[config.mk]
export PLATFORM = sky130hd
export DESIGN_NAME = tawas_axi_load
export DESIGN_NICKNAME = d
export VERILOG_FILES = /design/src/rtl/tawas_axi_load.sv
export SDC_FILE = /design/constraint.sdc
export NUM_CORES = 1
export LEC_CHECK = 0
export BUFFER_PORTS_ARGS = -buffer_cell sky130_fd_sc_hd__clkbuf_2
export CAP_MARGIN = 20
export CORE_ASPECT_RATIO = 1.2
export CORE_MARGIN = 2
export CORE_UTILIZATION = 51
export DETAILED_ROUTE_END_ITERATION = 10
export PLACE_DENSITY = 0.8
export RECOVER_POWER = 50
export SYNTH_ARGS = -nofsm -noshare
export SYNTH_HDL_FRONTEND = slang
export SYNTH_SLANG_ARGS = --single-unit
export TNS_END_PERCENT = 1
[constraint.sdc]
create_clock -name CLK -period 4.3 [get_ports CLK]
set_input_delay 0.43 -clock CLK [delete_from_list [all_inputs] [get_ports CLK]]
set_output_delay 0.43 -clock CLK [all_outputs]
set_load 0.01 [all_outputs]
[src/rtl/tawas_axi_load.sv]
// tawas_axi_load: turns load/store requests into single-beat AXI reads and returns
//   extracted, sign/zero-extended data as a one-cycle register-file write.
// Latency: accept at T -> ARVALID at T+1; R handshake at N -> writeback/error pulse at N+1.
// Backpressure: REQ_RDY drops when 4 loads are in flight, when a held AR is not taken,
//   or when the requesting slice already has a load outstanding. Writeback has none.
// Ports:
//   CLK, RST                      clock, synchronous active-high reset
//   REQ_*                         load request (slice, dest register, address, size, signed)
//   SLICE_BUSY                    per-slice load-outstanding flags for the scheduler
//   ARVALID/ARREADY/ARADDR        AXI read address channel (word-aligned, single beat)
//   RVALID/RREADY/RDATA/RRESP     AXI read data channel (in order, no ID)
//   AXI_LOAD_VLD/_SLICE/_SEL/AXI_LOAD  register-file write port
//   LOAD_ERR                      one-cycle pulse for a non-OKAY read response
module tawas_axi_load #(
  parameter int ADDR_W = 32
) (
  input  logic              CLK,
  input  logic              RST,
  input  logic              REQ_VLD,
  output logic              REQ_RDY,
  input  logic [1:0]        REQ_SLICE,
  input  logic [2:0]        REQ_SEL,
  input  logic [ADDR_W-1:0] REQ_ADDR,
  input  logic [1:0]        REQ_SIZE,
  input  logic              REQ_SIGNED,
  output logic [3:0]        SLICE_BUSY,
  output logic              ARVALID,
  input  logic              ARREADY,
  output logic [ADDR_W-1:0] ARADDR,
  input  logic              RVALID,
  output logic              RREADY,
  input  logic [31:0]       RDATA,
  input  logic [1:0]        RRESP,
  output logic              AXI_LOAD_VLD,
  output logic [1:0]        AXI_LOAD_SLICE,
  output logic [2:0]        AXI_LOAD_SEL,
  output logic [31:0]       AXI_LOAD,
  output logic              LOAD_ERR
);

  // Per-load bookkeeping kept until its read data returns.
  typedef struct packed {
    logic [1:0] slice;
    logic [2:0] sel;
    logic [1:0] ofs;
    logic [1:0] size;
    logic       sgn;
  } trk_t;

  trk_t        trk_mem [4];
  logic [1:0]  wr_ptr;
  logic [1:0]  rd_ptr;
  logic [2:0]  count;
  logic [2:0]  count_nxt;
  logic        req_fire;
  logic        r_fire;
  logic        r_ok;
  trk_t        head;
  trk_t        push_ent;
  logic [3:0]  busy_set;
  logic [3:0]  busy_clr;
  logic [7:0]  byte_v;
  logic [15:0] half_v;
  logic [31:0] ext_data;

  // A held AR that is being taken this cycle frees the address register for a new request.
  assign REQ_RDY  = (count < 3'd4) && (!ARVALID || ARREADY) && !SLICE_BUSY[REQ_SLICE];
  assign RREADY   = (count != 3'd0);
  assign req_fire = REQ_VLD && REQ_RDY;
  assign r_fire   = RVALID && RREADY;
  assign r_ok     = (RRESP == 2'b00);
  assign head     = trk_mem[rd_ptr];

  assign push_ent = '{slice: REQ_SLICE, sel: REQ_SEL, ofs: REQ_ADDR[1:0],
                      size: REQ_SIZE, sgn: REQ_SIGNED};

  // Same-slice set and clear never coincide: a busy slice cannot be accepted.
  assign busy_set = req_fire ? (4'b0001 << REQ_SLICE) : 4'b0000;
  assign busy_clr = r_fire ? (4'b0001 << head.slice) : 4'b0000;

  assign count_nxt = count + {2'b00, req_fire} - {2'b00, r_fire};

  // Lane select and extension; size 3 behaves as a word.
  always_comb begin
    byte_v   = RDATA[{head.ofs, 3'b000} +: 8];
    half_v   = head.ofs[1] ? RDATA[31:16] : RDATA[15:0];
    ext_data = RDATA;
    case (head.size)
      2'd0:    ext_data = {{24{head.sgn & byte_v[7]}}, byte_v};
      2'd1:    ext_data = {{16{head.sgn & half_v[15]}}, half_v};
      default: ext_data = RDATA;
    endcase
  end

  // Tracking storage needs no reset; only valid entries are ever read.
  always_ff @(posedge CLK) begin
    if (req_fire) begin
      trk_mem[wr_ptr] <= push_ent;
    end
  end

  always_ff @(posedge CLK) begin
    if (RST) begin
      wr_ptr         <= '0;
      rd_ptr         <= '0;
      count          <= '0;
      SLICE_BUSY     <= '0;
      ARVALID        <= 1'b0;
      ARADDR         <= '0;
      AXI_LOAD_VLD   <= 1'b0;
      AXI_LOAD_SLICE <= '0;
      AXI_LOAD_SEL   <= '0;
      AXI_LOAD       <= '0;
      LOAD_ERR       <= 1'b0;
    end else begin
      if (req_fire) begin
        ARVALID <= 1'b1;
        ARADDR  <= {REQ_ADDR[ADDR_W-1:2], 2'b00};
        wr_ptr  <= wr_ptr + 2'd1;
      end else if (ARREADY) begin
        ARVALID <= 1'b0;
      end
      if (r_fire) begin
        rd_ptr <= rd_ptr + 2'd1;
      end
      count        <= count_nxt;
      SLICE_BUSY   <= (SLICE_BUSY & ~busy_clr) | busy_set;
      AXI_LOAD_VLD <= r_fire && r_ok;
      LOAD_ERR     <= r_fire && !r_ok;
      if (r_fire && r_ok) begin
        AXI_LOAD_SLICE <= head.slice;
        AXI_LOAD_SEL   <= head.sel;
        AXI_LOAD       <= ext_data;
      end
    end
  end

endmodule

After elaboration in Yosys (flattened, before gate mapping)
Memories as Yosys holds them, arrays and structs flattened. A register that Yosys moved wholly into a read port is not among the register bits.
Cells that the tools add are included.
{"block": "totals", "reg_bits": 81, "ram_bits": 40, "in_bits": 79, "mem_count": 1}
{"memory": "trk_mem", "depth": 4, "word_bits": 10, "rd": 1, "rd_clocked_by_memory_dff": 1, "wr": 1, "line_no": "50", "rtl": "trk_t trk_mem [4];"}
{"block": "op_classes", "addsub": 4, "order_cmp": 2, "eq_ne": 1, "n_shift": 3, "muxes": 12, "n_bitwise": 5, "reduce_logical": 14}
{"cell": "$pmux 32 s2", "n": 1}
{"cell": "$shiftx 32x6->8", "n": 1}
{"cell": "$mux 16", "n": 1}
{"cell": "$mux 4", "n": 2}
{"cell": "$shl 1x2->4 const A", "n": 2}
{"cell": "$logic_and 1x1->1", "n": 6}
{"cell": "$mux 1", "n": 5}
{"cell": "$add 2x1->2 const B", "n": 2}
{"cell": "$and 4x4->4", "n": 1}
{"cell": "$logic_not 2->1", "n": 2}
{"cell": "$mux 2", "n": 2}
{"cell": "$not 4->4", "n": 1}
{"cell": "$or 4x4->4", "n": 1}
{"cell": "$add 3x1->3", "n": 1}
{"cell": "$logic_not 1->1", "n": 3}
{"cell": "$lt 2x3->1 const B", "n": 1}
{"cell": "$lt 3x3->1 const B", "n": 1}
{"cell": "$reduce_bool 3->1", "n": 1}
{"cell": "$sub 3x1->3", "n": 1}
{"cell": "$and 1x1->1", "n": 2}
{"cell": "$bmux 1 s2", "n": 1}
{"cell": "$eq 2x1->1 const B", "n": 1}
{"cell": "$reduce_bool 2->1", "n": 1}
{"cell": "$logic_or 1x1->1", "n": 1}

Logic depth before layout (Yosys ltp)
Gate-level depths: netlist of run 1.
{"block": "depth", "ltp_word": 7, "depth_mapped": 14, "ltp_nobuf": 12}

Worst setup path after synthesis of run 1
Ideal clock, no wire load.
{"block": "synth_path", "path_type": "in2reg", "from": "in REQ_SLICE[0]", "to": "reg count[2]", "t_arrival_ns": 3.202, "path_slack_ns": 0.971, "path_stages": 14, "n_path_buf": 2, "cell_sequence": "mux4_2 > nor3_1 > and2_1 > buf_2 > inv_2 > clkbuf_1 > ha_1 > inv_1 > ha_1 > inv_1 > fa_1 > xor2_1 > xnor2_1 > nor2_1"}
{"block": "synth_via", "elab_chain_cells": 7}
{"item": "from (decl)", "line_no": "21", "rtl": "input logic [1:0] REQ_SLICE,"}
{"item": "$bmux 1 s2", "line_no": "67", "rtl": "assign REQ_RDY = (count < 3'd4) && (!ARVALID || ARREADY) && !SLICE_BUSY[REQ_SLICE];"}
{"item": "$mux 1 (implied by the code)", "line_no": "67"}
{"item": "$logic_not 1->1", "line_no": "67"}
{"item": "$logic_and 1x1->1", "line_no": "67"}
{"item": "net REQ_RDY", "line_no": "20", "rtl": "output logic REQ_RDY,"}
{"item": "$logic_and 1x1->1", "line_no": "69", "rtl": "assign req_fire = REQ_VLD && REQ_RDY;"}
{"item": "$add 3x1->3", "line_no": "81", "rtl": "assign count_nxt = count + {2'b00, req_fire} - {2'b00, r_fire};"}
{"item": "$sub 3x1->3", "line_no": "81"}
{"item": "to (signal assigned)", "line_no": "126", "rtl": "count <= count_nxt;"}
{"item": "to (decl)", "line_no": "53", "rtl": "logic [2:0] count;"}
The timed path passes the listed nets, and every way through them passes these cells. The select of a mux whose other input is x is not followed.
A chain may end at the register's enable or synchronous reset.

Final worst setup path of run 1
{"block": "layout_path", "from": "in REQ_SLICE[0]", "to": "reg count[2]"}
{"block": "layout_via", "elab_chain_cells": 7}
{"item": "$bmux 1 s2", "line_no": "67"}
{"item": "$mux 1 (implied by the code)", "line_no": "67"}
{"item": "$logic_not 1->1", "line_no": "67"}
{"item": "$logic_and 1x1->1", "line_no": "67"}
{"item": "$logic_and 1x1->1", "line_no": "69"}
{"item": "$add 3x1->3", "line_no": "81"}
{"item": "$sub 3x1->3", "line_no": "81"}
Every way passes these cells. The select of a mux whose other input is x is not followed.

==> impl_metrics.json, run 1 <==
{
  "grt_max_degree": 45,
  "fin_worst_skew_ps": 8.783,
  "ios": 157,
  "cts_tree": "done",
  "clk_path_buf_depth": 2,
  "outcome": "complete, no violations",
  "clk_pin_slew_ps": 50,
  "ys_seq_area_frac": 0.5622,
  "io_buffers": 154,
  "synth_area_leaders": "dfxtp_1 33%, edfxtp_1 24%, nand2_1 6.3%",
  "power_per_cell_area_nw_per_um2": 572.9,
  "max_freq_mhz": 303.6,
  "synthTopCellsByCount": "85 x nand2_1, 83 x dfxtp_1, 47 x a21oi_1",
  "post_drt_wl_per_cell_um": 16.64,
  "slew_violations": 0,
  "hold_ws_ps": 244.5,
  "viasPerCell": 5.596,
  "hold_viol_final": 0,
  "place_ws_ps": 812.2,
  "path_buf_inv": 4,
  "synth_ff_type": "dfxtp_1",
  "critPathTopFamily": "adder cells",
  "grt_remaining_overflow": 0,
  "dp.cells": 735,
  "max_cap_violations": 0,
  "drtIter0Drc": 258,
  "critPathArrivalTime_ps": 3560,
  "clock_sinks": 123,
  "fin_crit_sh": 0.7659,
  "synth-edff-count": 40,
  "postPlaceCellArea_um2": 5917,
  "cp_max_fo": 33,
  "cp-start-kind": "primary input",
  "holdBufCountCts": 0,
  "antenna_cells": 0,
  "rows": 39,
  "num_vias": 4298,
  "first_global_vias": 4304,
  "worstMarginPinSlew_ps": 862.5,
  "yosysWarnings": 0,
  "cts-buffers-inserted": 17,
  "p_total_mw": 3.652,
  "fin_cells": 768,
  "slowest_stage": "mux4_2",
  "gp_congestion": 0.8911,
  "synth_seq_cells": 123,
  "drt_pass1_iterations": 8,
  "post_cts_buffers": 0,
  "post-route-min-period_ps": 3293,
  "synth_top_cell_by_area": "dfxtp_1",
  "antenna_found_initial": 0,
  "area_growth_pct": 25.18,
  "rsz0062_at_grt": "false",
  "routed_wl_um": 12780,
  "tns_ps": 0,
  "yosysTopAreaCellShare": 0.3263,
  "maxSlewHeadroom": 0.4250,
  "ys_types": 47,
  "report.final.setup_viol": 0,
  "dp_hpwl_um": 8986,
  "p_leak_nw": 2.412,
  "synth.most_common_cell": "nand2_1",
  "track_usage": 0.2449,
  "postSynth.asyncResetShare": 0,
  "fp.dieW_um": 95.22,
  "synthCells": 483,
  "peakVddDrop_mv": 0.3624,
  "crit_required_ps": 4570,
  "hold_class": "in2reg",
  "insertion_delay_ps": 400,
  "postLayoutCellArea_um2": 6375,
  "cts_resized": 0,
  "core_um2": 9613,
  "detail-route-antenna-nets": 0,
  "start_util": 0.5297,
  "cp-end-kind": "register",
  "nets": 718,
  "path_class": "in2reg",
  "die_area_um2": 10800,
  "cp_slowest_stage_delay_ps": 560,
  "h-tree-depth": 4,
  "syn_avg_cell_area_um2": 10.54,
  "setup_ws_ps": 1007,
  "drive_gt1_frac": 0.1891,
  "synth_area_um2": 5092,
  "drc": 0,
  "cts-root-buf": "clkbuf_16",
  "chipHeight_um": 113.5,
  "grt_pass1_wl_um": 20240,
  "fin_util": 0.6632,
  "fillers": 790,
  "crit_path_cell_trace": "clkbuf_1, mux4_2, nor3_1, and2_1, inv_2, ha_1, inv_1, ha_1, inv_1, fa_1, xor2_1, xnor2_1, nor2_1"
}
==> power breakdown <==
part	switching [mW]	internal (mW)	leakage [nW]	total, mW
sequential	0.0776	1.34	1.04	1.42
combinational	0.551	0.357	1.09	0.909
clock	0.471	0.851	0.277	1.32
total	1.10	2.55	2.41	3.65
==> worst reg2reg max path: stages, from the launching register on <==
cell and delay, ps:
dfxtp_1 330, mux4_2 480, nor3_1 480, and2_1 240
inv_2 220, ha_1 370, inv_1 50, ha_1 130
inv_1 40, fa_1 370, xor2_1 190, xnor2_1 140
nor2_1 60
==> layer usage <==
metal | track usage | wire length (µm) | vias to the layer above | part of all wire
li1 | - | - | 2021 | -
met1 | 0.2814 | 5209 | 2031 | 0.41
met2 | 0.4070 | 6057 | 214 | 0.47
met3 | 0.07596 | 1113 | 32 | 0.087
met4 | 0.1266 | 399 | 0 | 0.031
met5 | 0 | 0 | - | 0
==> final cells by class <==
class	count	area [µm²]	share of cell area
Clock buffer	25	495.5	0.07772
Clock inverter	7	63.81	0.01001
Inverter	7	26.28	0.004122
Multi-Input combinational cell	321	2051	0.3217
Sequential cell	123	2863	0.4491
Tap cell	123	153.9	0.02414
Timing Repair Buffer	162	721.9	0.1132
==> cells in the final DEF, fill, tap and decap left out, drive strengths merged, types with 2 or more instances in the layout <==
master / n
a21oi: 47
a22o: 7
a22oi: 16
and3: 5
buf: 7
clkbuf: 180
clkinv: 5
conb: 2
dfxtp: 83
edfxtp: 40
ha: 6
inv: 7
mux2: 4
mux2i: 14
mux4: 10
nand2: 85
nand2b: 2
nand3: 2
nand3b: 2
nor2: 38
nor2b: 4
nor3: 10
o211ai: 8
o21a: 8
o21ai: 5
o21bai: 16
o22ai: 8
o31ai: 2
or3: 4
xnor2: 3
xor2: 2
==> worst paths after layout <==
| path | start | end | slack (ps) | depth (start not counted) |
|---|---|---|---|---|
| worst max-delay path | REQ_SLICE[0] | count[2] | 1010 | 13 |
| worst min-delay path | REQ_ADDR[16] | ARADDR[16] | 240 | 3 |
| worst max register to register | SLICE_BUSY[3] | count[2] | 1060 | 12 |
| worst min register to register | ARADDR[31] | ARADDR[31] | 460 | 2 |
==> flip-flops by register name, indices dropped and copies added (netlist names), named ones only <==
register        flops
trk_mem            40
rd_ptr              2
SLICE_BUSY          4
LOAD_ERR            1
ARVALID             1
AXI_LOAD           32
count               3
AXI_LOAD_SLICE      2
AXI_LOAD_SEL        3
AXI_LOAD_VLD        1
ARADDR             30
wr_ptr              2
==> cell families (layout without fill, tap and decap cells) <==
kind of cell    after synthesis  in the layout  synth area share
compound gates              124            124            0.1617
mux                          28             28           0.08206
xor+xnor                      5              5          0.008601
fa+ha+maj                     7              7           0.01867
flops                       123            123            0.5622
other cells                   1              2         0.0007364
simple gates                155            155            0.1292
buf+inv                      40            201           0.03685
No activity file was read; power rests on OpenSTA's default activity.
==> inputs of run 2 (changes only) <==
==> constraint.sdc (replaced) <==
create_clock -name CLK -period 3.1 [get_ports CLK]
set_input_delay 0.31 -clock CLK [delete_from_list [all_inputs] [get_ports CLK]]
set_output_delay 0.31 -clock CLK [all_outputs]
set_load 0.01 [all_outputs]
==> run 2 against run 1 <==
  * Sequential power up 40%
  * Non-clock buffer count is 4 higher
  * Clock skew up 3.8 ps
  * Flip-flop and latch count unchanged
  * Total power is 39% higher
  * Clock power grew 39%
  * Clock-buffer cell count did not move
  * Global-route usage is 1.2 points lower
  * Worst setup slack worse by 560 ps
  * Critical path type is now reg2reg
==> impl_metrics.json, run 2 (synthesis results as in run 1) <==
{
  "worstMarginPinSlew_ps": 906.6,
  "fillers": 820,
  "tns_ps": 0,
  "postPlaceCellArea_um2": 5952,
  "cts_tree": "done",
  "routed_wl_um": 12370,
  "p_leak_nw": 2.424,
  "hold_end": "ARADDR[18]",
  "path_buf_inv": 1,
  "post_cts_buffers": 0,
  "peakVddDrop_mv": 0.4224,
  "cts_resized": 0,
  "max_cap_violations": 0,
  "viasPerCell": 5.495,
  "maxSlewHeadroom": 0.3956,
  "fin_worst_skew_ps": 12.59,
  "p_int_mw": 3.561,
  "drt_pass1_iterations": 4,
  "largest_reg_flops": 40,
  "detail-route-antenna-nets": 0,
  "num_vias": 4242,
  "reg2reg_slack_ps": 450,
  "layout_commonest_cell": "clkbuf_1",
  "holdBufCountCts": 0,
  "cp_slowest_stage_delay_ps": 740,
  "setup_ws_ps": 446.3,
  "cp-end-kind": "register",
  "report.final.setup_viol": 0,
  "hold_ws_ps": 126.2,
  "io_buffers": 154,
  "chipHeight_um": 113.5,
  "cp-start-kind": "register",
  "clk_pin_slew_ps": 50,
  "cts-root-buf": "clkbuf_16",
  "fin_crit_sh": 0.8560,
  "hold_viol_final": 0,
  "dp_hpwl_um": 8773,
  "grt_max_degree": 43,
  "post_drt_wl_per_cell_um": 16.03,
  "dp.cells": 739,
  "max_freq_mhz": 376.8,
  "die_area_um2": 10800,
  "slew_violations": 0,
  "clock_sinks": 123,
  "critPathArrivalTime_ps": 2970,
  "seqPwrFrac": 0.392,
  "rsz0062_at_grt": "false",
  "critPathTopFamily": "multiplexers",
  "antenna_found_initial": 0,
  "fin_cells": 772,
  "clk_path_buf_depth": 2,
  "core_um2": 9613,
  "cts-buffers-inserted": 17,
  "largest_register": "trk_mem",
  "drtIter0Drc": 174,
  "gp_congestion": 0.8403,
  "crit_path_cell_trace": "mux4_2, or3_4, a2111oi_4, buf_4, o21bai_1",
  "clockPowerShare": 0.362,
  "h-tree-depth": 4,
  "r2r_cells": 5,
  "slowest_stage": "mux4_2",
  "ios": 157,
  "crit_required_ps": 3420,
  "path_class": "reg2reg",
  "drive_gt1_frac": 0.1926,
  "mostFrequentLayoutCells": "91 x clkbuf_1, 85 x nand2_1, 83 x dfxtp_1",
  "postLayoutCellArea_um2": 6411,
  "insertion_delay_ps": 410,
  "reg2reg_to": "AXI_LOAD[31]",
  "fp.dieW_um": 95.22,
  "power_per_cell_area_nw_per_um2": 792.8,
  "p_switching_mw": 1.521,
  "hold_depth": 3,
  "nets": 722,
  "largestRegisters": "trk_mem: 40 flops, AXI_LOAD: 32 flops, ARADDR: 30 flops",
  "rows": 39,
  "place_ws_ps": 277.8,
  "grt_pass1_wl_um": 19330,
  "post-route-min-period_ps": 2654,
  "cp_max_fo": 16,
  "drc": 0,
  "grt_remaining_overflow": 0,
  "comb_power_share": 0.246,
  "area_growth_pct": 25.90,
  "swShare": 0.2993,
  "min-delay-start": "REQ_ADDR[18]",
  "antenna_cells": 0,
  "hold_class": "in2reg",
  "track_usage": 0.2328,
  "first_global_vias": 4189,
  "outcome": "complete, no violations",
  "start_util": 0.5297
}
[run 2: how the worst max path moves through the flow]
stage / startpoint / slack (ps) / to / cells past startpoint
after CTS: register / 440 / AXI_LOAD[31] / 5
after floorplan: SLICE_BUSY[3] / 40 / count[2] / 14
after detailed placement: REQ_SLICE[0] / 280 / count[2] / 13
after global placement: REQ_SLICE[0] / 380 / count[2] / 13
final: register / 450 / AXI_LOAD[31] / 5
after global routing: register / 280 / AXI_LOAD[29] / 5
[run 2: layout make-up]
cell class | instances | area [µm²] | area share
repair buffers | 166 | 750.7 | 0.1171
flip-flops and latches | 123 | 2863 | 0.4465
clock buffers | 25 | 496.7 | 0.07748
inverters | 7 | 26.28 | 0.004098
multi-input cells | 321 | 2056 | 0.3206
well taps | 123 | 153.9 | 0.02400
clock inverters | 7 | 65.06 | 0.01015
[run 2: per-stage QoR]
step | util | total power, mW
after CTS | 0.6776 | 5.148
final | 0.6669 | 5.083
after floorplan | - | 2.903
after global placement | 0.6192 | 3.252
after global routing | 0.6669 | 5.324
after detailed placement | 0.6192 | 3.302
[run 2: tightest hold or removal path, cell delays in order]
cell and delay [ps]:
clkbuf_2 80, nand2_1 40, a21oi_1 50
[run 2: metal layers]
metal | up-vias | global-route usage | routed length, µm
met2 | 196 | 0.3967 | 6267
met4 | 0 | 0.07536 | 121
met1 | 1997 | 0.2685 | 4826
met5 | - | 0 | 0
li1 | 2037 | - | -
met3 | 12 | 0.08719 | 1159
[run 2: power by group through the flow]
stage	sequential (mW)	clock (mW)	combinational (mW)
floorplan	2.02	0	0.879
global placement	2.01	0	1.24
detailed placement	2.02	0	1.28
CTS	1.99	1.86	1.29
global route	2.02	1.93	1.38
finish	1.99	1.84	1.25
